[src/rtl/seven_segment_scan_controller.sv]
// seven_segment_scan_controller: multiplexed 7-seg scan with blanking, LZ suppression and double buffering
module seven_segment_scan_controller #(
  parameter int N_DIGITS     = 3,
  parameter int CLK_DIV      = 50000,
  parameter int BLANK_CYCLES = 500
) (
  input  logic                  clk,
  input  logic                  reset_n,
  input  logic                  enable,
  input  logic                  load,
  input  logic [4*N_DIGITS-1:0] digits_in,
  input  logic [N_DIGITS-1:0]   dp_in,
  input  logic                  lz_suppress,
  output logic [N_DIGITS-1:0]   anode_sel,
  output logic [6:0]            segments,
  output logic                  dp,
  output logic                  frame_done
);
  localparam int PW = CLK_DIV > 1 ? $clog2(CLK_DIV) : 1;
  localparam int IW = N_DIGITS > 1 ? $clog2(N_DIGITS) : 1;
  localparam logic [15:0][6:0] SEG = {
    7'h71, 7'h79, 7'h5E, 7'h39, 7'h7C, 7'h77, 7'h6F, 7'h7F,
    7'h07, 7'h7D, 7'h6D, 7'h66, 7'h4F, 7'h5B, 7'h06, 7'h3F
  };
  typedef enum logic [1:0] {IDLE, BLANK, SHOW} state_t;
  state_t                state_q, state_d;
  logic [PW-1:0]         presc_q, presc_d;
  logic [IW-1:0]         idx_q, idx_d;
  logic [4*N_DIGITS-1:0] pend_q, pend_d, act_q, act_d;
  logic [N_DIGITS-1:0]   pdp_q, pdp_d, adp_q, adp_d;
  logic [N_DIGITS-1:0]   anode_d, zero_above;
  logic [6:0]            seg_d;
  logic                  dp_d, fd_d;
  logic                  slot_end, start, wrap, show, supp, dp_sel, z;
  logic [3:0]            nib;
  // Next-state, buffer swap and registered-output values for the state entered on this edge
  always_comb begin
    slot_end = presc_q == PW'(CLK_DIV - 1);
    start = state_q == IDLE && enable;
    wrap = state_q != IDLE && enable && slot_end && idx_q == IW'(N_DIGITS - 1);
    pend_d = load ? digits_in : pend_q;
    pdp_d = load ? dp_in : pdp_q;
    act_d = (start || wrap) ? pend_d : act_q;
    adp_d = (start || wrap) ? pdp_d : adp_q;
    presc_d = (!enable || state_q == IDLE || slot_end) ? '0 : presc_q + 1'b1;
    idx_d = (!enable || state_q == IDLE) ? '0 :
            slot_end ? (idx_q == IW'(N_DIGITS - 1) ? '0 : idx_q + 1'b1) : idx_q;
    state_d = !enable ? IDLE : presc_d < PW'(BLANK_CYCLES) ? BLANK : SHOW;
    z = 1'b1;
    zero_above = '0;
    for (int k = N_DIGITS - 1; k >= 0; k--) begin
      z = z && act_d[4*k +: 4] == 4'h0;
      zero_above[k] = z;
    end
    nib = 4'h0;
    dp_sel = 1'b0;
    supp = 1'b0;
    for (int k = 0; k < N_DIGITS; k++)
      if (idx_d == IW'(k)) begin
        nib = act_d[4*k +: 4];
        dp_sel = adp_d[k];
        supp = lz_suppress && k != 0 && zero_above[k];
      end
    show = state_d == SHOW;
    anode_d = show ? {{(N_DIGITS-1){1'b0}}, 1'b1} << idx_d : '0;
    seg_d = (show && !supp) ? SEG[nib] : 7'h00;
    dp_d = show && dp_sel;
    fd_d = wrap;
  end
  // Scan FSM, buffers and registered outputs
  always_ff @(posedge clk or negedge reset_n) begin
    if (!reset_n) begin
      state_q    <= IDLE;
      presc_q    <= '0;
      idx_q      <= '0;
      pend_q     <= '0;
      act_q      <= '0;
      pdp_q      <= '0;
      adp_q      <= '0;
      anode_sel  <= '0;
      segments   <= '0;
      dp         <= 1'b0;
      frame_done <= 1'b0;
    end else begin
      state_q    <= state_d;
      presc_q    <= presc_d;
      idx_q      <= idx_d;
      pend_q     <= pend_d;
      act_q      <= act_d;
      pdp_q      <= pdp_d;
      adp_q      <= adp_d;
      anode_sel  <= anode_d;
      segments   <= seg_d;
      dp         <= dp_d;
      frame_done <= fd_d;
    end
  end
endmodule

[config.mk]
export PLATFORM = sky130hd
export DESIGN_NAME = seven_segment_scan_controller
export DESIGN_NICKNAME = d
export VERILOG_FILES = /design/src/rtl/seven_segment_scan_controller.sv
export SDC_FILE = /design/constraint.sdc
export NUM_CORES = 1
export LEC_CHECK = 0
export CAP_MARGIN = 15
export CORE_MARGIN = 2
export CORE_UTILIZATION = 45
export CTS_CLUSTER_SIZE = 40
export DETAILED_ROUTE_END_ITERATION = 12
export GPL_ROUTABILITY_DRIVEN = 1
export PLACE_DENSITY = 0.63
export SLEW_MARGIN = 20
export SYNTH_ARGS = -nofsm -noshare
export SYNTH_HDL_FRONTEND = slang
export SYNTH_SLANG_ARGS = --single-unit
[constraint.sdc]
create_clock -name clk -period 4.7 [get_ports clk]
set_input_delay 1.175 -clock clk [delete_from_list [all_inputs] [get_ports clk]]
set_output_delay 1.175 -clock clk [all_outputs]
set_load 0.02 [all_outputs]
After elaboration in Yosys (flattened, before gate mapping)
Memory sizes are Yosys's and may differ from the RTL's.
Cells that the tools add are included.
{"block": "classes", "n_addsub": 2, "multipliers": 0, "div": 0, "magnitude_cmp": 2, "n_eq_ne": 5, "shifts": 1, "muxes": 21, "bitwise_logic": 0, "reduce_logical": 19}
{"cell": "$mux 12", "count": 2}
{"cell": "$add 16x1->16 const B", "count": 1}
{"cell": "$eq 16x16->1 const B", "count": 1}
{"cell": "$lt 16x9->1 const B", "count": 1}
{"cell": "$mux 16", "count": 1}
{"cell": "$mux 7", "count": 2}
{"cell": "$mux 4", "count": 3}
{"cell": "$mux 2", "count": 5}
{"cell": "$logic_and 1x1->1", "count": 9}
{"cell": "$mux 3", "count": 3}
{"cell": "$logic_not 4->1", "count": 2}
{"cell": "$eq 2x2->1 const B", "count": 3}
{"cell": "$lt 4x5->1 const B", "count": 1}
{"cell": "$mux 1", "count": 5}
{"cell": "$logic_not 2->1", "count": 2}
{"cell": "$logic_or 1x1->1", "count": 3}
{"cell": "$shl 1x2->3 const A", "count": 1}
{"cell": "$add 2x1->2 const B", "count": 1}
{"cell": "$eq 2x1->1 const B", "count": 1}
{"cell": "$logic_not 1->1", "count": 2}
{"cell": "$reduce_bool 2->1", "count": 1}
{"block": "word_totals", "reg_bits": 62, "latch_bits": 0, "ram_bits": 0, "mem_bits_ro": 112, "inputBits": 20, "output_inout_bits": 12, "elab_cells": 62, "mem_count": 1}
{"name": "(name not given)", "depth": 16, "word_bits": 7, "read_ports": 1, "rd_ports_with_merged_regs": 0, "wr": 0, "line_no": "66", "text": "seg_d = (show && !supp) ? SEG[nib] : 7'h00;"}

Longest topological paths before layout
{"block": "depth", "depth_word": 14, "mapped_depth": 13, "depth_no_buf": 12}

Worst setup path before layout
No wires, ideal clock.
{"block": "synth_timing", "kind": "input -> register", "from": "in load", "to": "reg segments[0]", "setup_ns": 0.078, "arrival_time_ns": 3.639, "required_ns": 4.622, "setup_slack_ns": 0.983, "cell_stages": 10, "n_path_buf": 2, "cell_sequence": "clkbuf_1 > buf_1 > mux2_2 > mux2i_1 > o211a_1 > inv_1 > ha_1 > or4_1 > a2bb2oi_1 > o2bb2ai_1"}
{"block": "synth_between", "elab_chain_cells": 10, "word_cells_on_any_way": 17, "cone_classes": "9 x mux; 7 x reduce/logical; 1 x memory"}
{"item": "start: declaration", "line_no": "10", "text": "input logic load,"}
{"item": "$mux 12 (*)", "line_no": "41", "text": "pend_d = load ? digits_in : pend_q;"}
{"item": "via pend_d[8]", "line_no": "29", "text": "logic [4*N_DIGITS-1:0] pend_q, pend_d, act_q, act_d;"}
{"item": "$mux 12 (*)", "line_no": "43", "text": "act_d = (start || wrap) ? pend_d : act_q;"}
{"item": "parallel branches: the longest is 7 deep, another holds $mem_v2 16x7"}
{"item": "$mux 7 (*)", "line_no": "66"}
{"item": "via seg_d[0]", "line_no": "32", "text": "logic [6:0] seg_d;"}
{"item": "end signal: assignment", "line_no": "93", "text": "segments <= seg_d;"}
{"item": "end: declaration", "line_no": "15", "text": "output logic [6:0] segments,"}
Mark *: on every way through the listed nets, which the timed path passes. The select of a mux whose other input is x is not followed.

Final worst setup path
{"block": "layout_timing", "from": "in enable", "to": "reg segments[0]"}
{"block": "layout_between", "elab_chain_cells": 13, "word_cells_on_any_way": 33, "cone_classes": "1 x order compare; 3 x eq/ne; 12 x mux; 16 x reduce/logical; 1 x memory"}
{"item": "start: declaration", "line_no": "9", "text": "input logic enable,"}
{"item": "parallel branches: the longest is 12 deep, another holds $lt 16x9->1"}
{"item": "$mux 7 (*)", "line_no": "66"}
{"item": "via seg_d[0]", "line_no": "32"}
Marks and branches as above.

==> impl_results.md <==
* Worst VDD drop at between 100 and 150 µV
* I/O Pins at 32
* Static leakage at about 1.6 nW
* Worst Setup Path Type: input port to flop
* Post-synth ARST share at 1.00
* Fin. max-slew vios at 0
* Nets@finish at 366
* Die area at 7960 µm²
* Number of flops mapped to enable cells by yosys at 0
* Antenna violations before repair at 0
* Hold depth at 1
* Yosys warns at 0
* Postcts setup bufs at 0
* CP Data Required Time at 4960 ps
* Cell depth of the worst flop-to-flop path at 11
* Setup violators final at 0
* Largest family of logic cells by synthesized area: simple AND/OR/NAND/NOR gates
* Hold Path End: pend_q[7]$_DFF_PN0_
* Crit Path Max Fanout at 8
* CTS buffer count at 9
* Post-DRT Antenna Nets at 0
* Share of layout cells above drive strength 1 at 0.177
* Predominant post-synthesis flop cell: dfrtp_1
* Commonest non-fill, non-tap cell in the layout: dfrtp_1
* Initial Util at 0.458
* Largest net degree at the start of global routing at 38
* Congestion Overflow GR at 0
* Synth cell types at 65
* Root Driver: clkbuf_8
* Post-route DRC violation count at 0
* Core box area at 7140 µm²
* Diodes inserted at 0
* Cell Area, Synth at about 3300 µm²
* Hold WS at around 500 ps
* CTS Sinks at 62
* Clk buf depth at 2
* Seq cells post-synth at just over 60
* Most frequent cells in the layout: dfrtp_1 (62), nor2_1 (46), clkdlybuf4s50_1 (30)
* Synth Area per Inst at roughly 11 µm²
* Die Y at a little under 90 µm
* Drt first-iter violations at 132
* TritonRoute pass-1 iters at 4
* Hold Crit Class: flop to flop
* Non-filler cells in the finished layout at about 440
* Post-DP HPWL at 5090 µm
* Total GRT Usage at 0.192
* Utilization after layout at 0.544
* Detailed-route via count at between 2000 and 2500
* RR Endpoint: segments[0]$_DFF_PN0_
* Max Clock Freq at between 0.2 and 0.25 GHz
* Min Tclk post-route at about 4000 ps
* Final Hold Viols at 0
* R2R Setup Slk at approximately 1100 ps
* Post-Synthesis Cells at 303
* Mux share of post-synthesis cell area at 0.0984
* Worst setup SP type: input port
* Avg Vias per Cell at roughly 5.5
* Skew final at a little over 10 ps
* WP data arrival at around 4300 ps
* Area Overhead vs Synth at 18.8%
* Wire per inst at roughly 16 µm
* Syn_nets at 330
* Hold_buf cts at 0
* Slew at the pin closest to its max-slew limit at 822 ps
* Sequential-to-total area share from yosys stat at 0.475
* Clock Latency Late Sink at between 300 and 400 ps
* Slew HR at 0.449
* Final wirelength at 7050 µm
* First-pass GRT wire length at about 12000 µm
* Placed Cells at 427
* Worst R2R Start: presc_q[0]$_DFF_PN0_
* GP Congestion at 0.870
* Worst-path clk slew at ~70 ps
* Vias in the first global route at about 2400
* Final cycle utilization of the critical path at 0.857
* CTS tree: done
* PD cells at 333 nW/µm²
* Crit end category: flop
* Width of the die at 89.2 µm
* RSZ-0062 raised after global routing: false
* Max-Cap Viols at 0
* Outcome: finished clean
* Hold Crit Start: pend_q[7]$_DFF_PN0_
* Cell Rows at 31
* Adder and majority gate portion of the synthesized area at 0.0268
* CTS resizes at 0
* H-tree Lvls at 3
* Xor/xnor share of the synthesized area at 0.0375
* TNS Setup at 0 ps
* Simple-gate area share of the yosys netlist at 0.176
* IO buf count at 31
* Synth Area in Compound Gates at 0.144
metal layers:
metal | GRT usage | share of wire | vias to the layer above
met2 | 0.305 | 0.48 | 63
met3 | 0.0277 | 0.035 | 10
met5 | 0 | 0 | -
met4 | 0.0882 | 0.015 | 0
li1 | - | - | 1171
met1 | 0.260 | 0.47 | 1196
final cells by class:
class / count / area, µm²
Clock buffer: 10 / 138
Clock inverter: 6 / 85.1
Fill cell: 647 / 3250
Inverter: 17 / 66.3
Multi-Input combinational cell: 213 / 1580
Sequential cell: 62 / 1550
Tap cell: 99 / 124
Timing Repair Buffer: 36 / 343
critical path, cell delays in order:
cell,delay (ps)
clkdlybuf4s50_1,600
or3b_2,520
o21ai_2,190
mux2i_1,330
o211a_1,330
inv_1,110
ha_1,220
or4_1,520
a2bb2oi_1,140
o2bb2ai_1,150
state kept, by name, summed over array words and instances (netlist names):
register and flops:
act_q 12, adp_q 3, anode_sel 3, dp 1, frame_done 1, idx_q 2
pdp_q 3, pend_q 12, presc_q 16, segments 7, state_q 2
worst max-delay path by stage:
stage | startpoint | endpoint | slack [ps] | cells after the start
after floorplan | load | segments[0]$_DFF_PN0_ | 980 | 10
after global placement | enable | segments[0]$_DFF_PN0_ | 470 | 10
after detailed placement | enable | segments[0]$_DFF_PN0_ | 320 | 10
after CTS | enable | segments[0]$_DFF_PN0_ | 680 | 10
after global routing | enable | segments[0]$_DFF_PN0_ | 420 | 10
final | enable | segments[0]$_DFF_PN0_ | 670 | 10
cell families (layout without fill, tap and decap cells):
kind of cell	count (synthesis)	count (layout)
DFF	62	62
adders and majority gates	7	7
buffers and inverters	28	69
and+or+nand+nor	104	104
AOI/OAI and AO/OA	59	59
muxes	29	29
xor gates and xnor gates	14	14
where the power goes:
part           total [W]  switching [W]  internal, W
sequential      0.000582      0.0000130     0.000569
combinational   0.000185       0.000103    0.0000818
clock           0.000526       0.000215     0.000311
through the flow:
| stage | area, µm² | total power (W) | worst slack, ps |
|---|---|---|---|
| global placement | 3660 | 0.000773 | 470 |
| floorplan | 3270 | 0.000717 | 983 |
| finish | 3880 | 0.00129 | 671 |
| CTS | 3880 | 0.00131 | 679 |
| global route | 3880 | 0.00135 | 416 |
| detailed placement | 3660 | 0.000778 | 320 |
synthesized netlist by cell type (2+ instances only):
| cell | number | area, µm² |
|---|---|---|
| a21oi_1 | 4 | 20.0 |
| a221oi_1 | 5 | 43.8 |
| a2bb2oi_1 | 3 | 26.3 |
| a31oi_1 | 3 | 18.8 |
| and3_1 | 2 | 12.5 |
| and4_1 | 2 | 17.5 |
| buf_1 | 2 | 7.51 |
| buf_2 | 2 | 10.0 |
| buf_4 | 2 | 15.0 |
| buf_6 | 3 | 33.8 |
| dfrtp_1 | 62 | 1550 |
| ha_1 | 7 | 87.6 |
| inv_1 | 15 | 56.3 |
| mux2_2 | 17 | 191 |
| mux2_4 | 2 | 30.0 |
| mux2i_1 | 10 | 100 |
| nand2_1 | 12 | 45.0 |
| nand3_1 | 8 | 40.0 |
| nand4_1 | 4 | 25.0 |
| nor2_1 | 46 | 173 |
| nor3_1 | 3 | 15.0 |
| nor3b_1 | 2 | 15.0 |
| nor4_1 | 8 | 50.1 |
| nor4_4 | 3 | 63.8 |
| o2111a_1 | 2 | 22.5 |
| o2111ai_1 | 4 | 35.0 |
| o211a_1 | 2 | 20.0 |
| o21a_1 | 6 | 45.0 |
| o21ai_0 | 10 | 50.1 |
| o2bb2ai_1 | 2 | 17.5 |
| or2_2 | 2 | 12.5 |
| or3_1 | 3 | 18.8 |
| xnor2_1 | 10 | 87.6 |
| xor2_1 | 4 | 35.0 |
Note: power is estimated with default switching activity, not from simulation.
==> patch 1 (config.mk and constraints unchanged) <==
Change the parameter `BLANK_CYCLES` from 500 to 250.
--- a/src/rtl/seven_segment_scan_controller.sv
+++ b/src/rtl/seven_segment_scan_controller.sv
@@ -3,5 +3,5 @@
   parameter int N_DIGITS     = 3,
   parameter int CLK_DIV      = 50000,
-  parameter int BLANK_CYCLES = 500
+  parameter int BLANK_CYCLES = 250
 ) (
   input  logic                  clk,
Formal check against the unedited RTL: no difference found for any inputs over 10 cycles, from zero or initial values and one cycle with reset_n low; that may be too few to reach the edited logic, so the function may still have changed.
==> patch 1 against the original RTL <==
First-iteration DRC count down 9.1%. Die area down 6.0%. Critical path depth up 1. Cell area down 4.8%. Worst setup slack worse by 0.069 ns. Sequential cell count unchanged. Sequential power about the same. Routed wire length down 11%. Area after synthesis down 6.3%. Power down 2.6%. Critical endpoint unchanged.
==> patch 1: results <==
set metrics [dict create \
    regToRegSetupSlack_ns 1.05 \
    preCtsSetupSlack_ns 0.2867 \
    layout.nets 344 \
    place_area_um2 3491 \
    drt_iter0_markers 120 \
    p_leak_uw 0.001610 \
    critPathMaxFanout 9 \
    dp_cells 386 \
    netlist_top_cells_area "dfrtp_1, mux2_2, nor2_1" \
    max_freq_ghz 0.2441 \
    clkCellAreaFrac_pct 5.616 \
    portBuffers 31 \
    peakVddDrop_mv 0.2023 \
    dp_hpwl_um 4513 \
    grt_pass1_wl_um 10410 \
    buf_share_pct 10.08 \
    switching_power_uw 319.7 \
    syn_avg_cell_area_um2 11.18 \
    cpLargestDelayFamily "compound AO/OA/AOI/OAI gates" \
    drive_gt1_share_pct 20.25 \
    stdcell_area_um2 3699 \
    vias 2170 \
    status "completed" \
    clock_skew_ns 0.008726 \
    wl_met2_um 2954 \
    grtUsageMet1_pct 24.58 \
    cp_data_arrival_time_ns 4.36 \
    clockPowerShare_pct 39.3 \
    synthToLayoutAreaGrowth_pct 20.70 \
    grt_max_degree 34 \
    routedWlPerCell_um 15.62 \
    synth.distinct_cells 52 \
    multi_input_area_share_pct 38.33 \
    relSlewSlack_pct 51.50 \
    met3_wirelength_um 277 \
    grt_pass1_vias 2098 \
    nNonClkInverters 13 \
    synth_fp_nets 301 \
    final_cells 401 \
    clockBufferCount 12 \
    met2_usage_pct 28.60 \
    wl_met1_um 2946 \
    worst_r2r_startpoint "presc_q[4]$_DFF_PN0_" \
    signal_buffers 40 \
    ys_seq_area_share_pct 50.63 \
    multi_input_cells 191 \
    netlist_top_cells_count "dfrtp_1, nor2_1, mux2_2" \
    globalRouteMet3Util_pct 4.286 \
]
==> patch 1: cell types whose count changed after synthesis, sizes merged, moves of 5 or more <==
| cell | before | now |
|---|---|---|
| o21ai | 12 | 4 |
| nor2 | 46 | 34 |
| nor3 | 4 | 10 |
| nor4 | 11 | 2 |
| mux2 | 19 | 24 |
| buf | 9 | 4 |
| a21oi | 4 | 10 |
==> patch 1: how the worst min path moves through the flow <==
stage          slack [ns]  cells after the start                 start                    to
6_report             0.50                      1  presc_q[0]$_DFF_PN0_  presc_q[0]$_DFF_PN0_
2_1_floorplan        0.45                      1  presc_q[0]$_DFF_PN0_  presc_q[0]$_DFF_PN0_
3_5_place_dp         0.48                      1  presc_q[0]$_DFF_PN0_  presc_q[0]$_DFF_PN0_
4_1_cts              0.50                      1  presc_q[0]$_DFF_PN0_  presc_q[0]$_DFF_PN0_
5_1_grt              0.51                      1    adp_q[1]$_DFF_PN0_    adp_q[1]$_DFF_PN0_
3_3_place_gp         0.48                      1  presc_q[0]$_DFF_PN0_  presc_q[0]$_DFF_PN0_
==> patch 1: cells by family (layout without fill, tap and decap cells) <==
group / after synthesis / count (layout) / synth area share [%]
fa+ha+maj: 7 / 7 / 2.858
compound gates: 43 / 43 / 11.52
mux: 34 / 34 / 12.49
xor+xnor: 14 / 14 / 4.002
simple gates: 93 / 93 / 15.39
flops: 62 / 62 / 50.63
buf+inv: 21 / 68 / 3.103
==> patch 1: worst reg2reg max path, cell delays in order (launching register included) <==
cell	delay, ns
dfrtp_1	0.43
or4b_1	0.62
nor3_1	0.17
buf_4	0.16
a21o_1	0.31
mux2_2	0.41
a22o_1	0.22
a21oi_2	0.26
inv_1	0.14
ha_1	0.29
or3_1	0.38
a31oi_1	0.17
==> patch 2 (config.mk and constraints unchanged) <==
Without the edit above. Put one more register stage on the output `anode_sel`, with the module's reset. The value now appears one clock later. The other outputs are not delayed to match.
--- a/src/rtl/seven_segment_scan_controller.sv
+++ b/src/rtl/seven_segment_scan_controller.sv
@@ -24,4 +24,6 @@
   };
   typedef enum logic [1:0] {IDLE, BLANK, SHOW} state_t;
+
+  logic [N_DIGITS-1:0] anode_sel_s0;
   state_t                state_q, state_d;
   logic [PW-1:0]         presc_q, presc_d;
@@ -78,5 +80,5 @@
       pdp_q      <= '0;
       adp_q      <= '0;
-      anode_sel  <= '0;
+      anode_sel_s0 <= '0;
       segments   <= '0;
       dp         <= 1'b0;
@@ -90,5 +92,5 @@
       pdp_q      <= pdp_d;
       adp_q      <= adp_d;
-      anode_sel  <= anode_d;
+      anode_sel_s0 <= anode_d;
       segments   <= seg_d;
       dp         <= dp_d;
@@ -96,4 +98,12 @@
     end
   end
+  always_ff @(posedge clk or negedge reset_n) begin
+    if (!reset_n) begin
+      anode_sel <= '0;
+    end else begin
+      anode_sel <= anode_sel_s0;
+    end
+  end
+
 endmodule
 
Behaviour: same outputs for any inputs over 10 cycles, from zero or initial values and one cycle with reset_n low; that may be too few to reach the edited logic, so the function may still have changed.
==> patch 2 against the original RTL <==
Sequential cell count rose by 3. Cell area rose by 1.0%. Power rose by 5.6%. Critical path depth rose by 2. Hold slack got worse by 0.15 ns. Worst setup slack improved by 0.10 ns. Routed wire length fell by 14%. Area after synthesis rose by 1.5%.
==> patch 2: results <==
set metrics [dict create \
    clock_skew_ns 0.01434 \
    synth.distinct_cells 61 \
    layout.nets 344 \
    track_usage_pct 16.57 \
    vias 2167 \
    drt_wl_total_um 6095 \
    dp_cells 405 \
    netlist_top_cells_area "dfrtp_1, mux2_2, nor2_1" \
    syn_inst 282 \
    preCtsSetupSlack_ns 0.4220 \
    routedWlPerCell_um 14.48 \
    netlist_top_cells_count "dfrtp_1, nor2_1, mux2_2" \
    drive_gt1_share_pct 22.05 \
    grt_pass1_wl_um 10740 \
    min_to "anode_sel[2]$_DFF_PN0_" \
    gp_congestion 0.8876 \
    hold_depth 0 \
    ys_seq_area_share_pct 49.02 \
    critPathMaxFanout 5 \
    dp_hpwl_um 4341 \
    cp_data_arrival_time_ns 4.18 \
    clock_path_buffers 2 \
    p_leak_uw 0.001677 \
    grt_max_degree 37 \
    whs_ns 0.3516 \
    drt_iter0_markers 64 \
    worst_pin_slew_ns 0.6358 \
    status "completed" \
    peakVddDrop_mv 0.1288 \
    regToRegSetupSlack_ns 1.21 \
]
patch 2: logic make-up after synthesis:
family                   count (synthesis)  share of synthesized area, %
flip-flops                              65                         49.02
XOR/XNOR                                17                         4.487
adder cells (fa/ha/maj)                  7                         2.639
AND/OR/NAND/NOR                         90                         15.04
buffers and inverters                   26                         4.035
multiplexers                            38                         14.14
AO/OA/AOI/OAI                           39                         10.63
patch 2: metal layers:
layer | wire (µm) | track usage [%]
met3 | 273 | 5.951
met4 | 64 | 6.154
met2 | 2764 | 24.94
met1 | 2993 | 22.15
met5 | 0 | 0
patch 2: worst max path at each step:
stage	startpoint	endpoint	slack, ns	cells past startpoint
after floorplan	load	segments[6]$_DFF_PN0_	1.04	9
after global placement	enable	segments[6]$_DFF_PN0_	0.55	12
after detailed placement	enable	segments[6]$_DFF_PN0_	0.42	12
after CTS	enable	segments[6]$_DFF_PN0_	0.79	12
after global routing	enable	segments[6]$_DFF_PN0_	0.53	12
final	enable	segments[6]$_DFF_PN0_	0.77	12
patch 2: cell type report:
type                            instances  area [µm²]  area share (%)
Clock buffer                           10       137.6           3.508
Clock inverter                          6       90.09           2.296
Inverter                               16       60.06           1.531
Multi-Input combinational cell        191        1558           39.70
Sequential cell                        65        1627           41.45
Tap cell                               99       123.9           3.157
Timing Repair Buffer                   34       327.8           8.355
patch 2: critical path: cells and delay by family:
family	cells	cell delay, ns
mux	2	0.60
simple gates	2	0.50
compound gates	3	0.78
fa+ha+maj	1	0.24
buf+inv	4	0.88
patch 2: power breakdown:
part	switching, µW	total [µW]	internal, µW
clock network	226	540	315
registers	15.8	614	598
logic	114	211	96.7
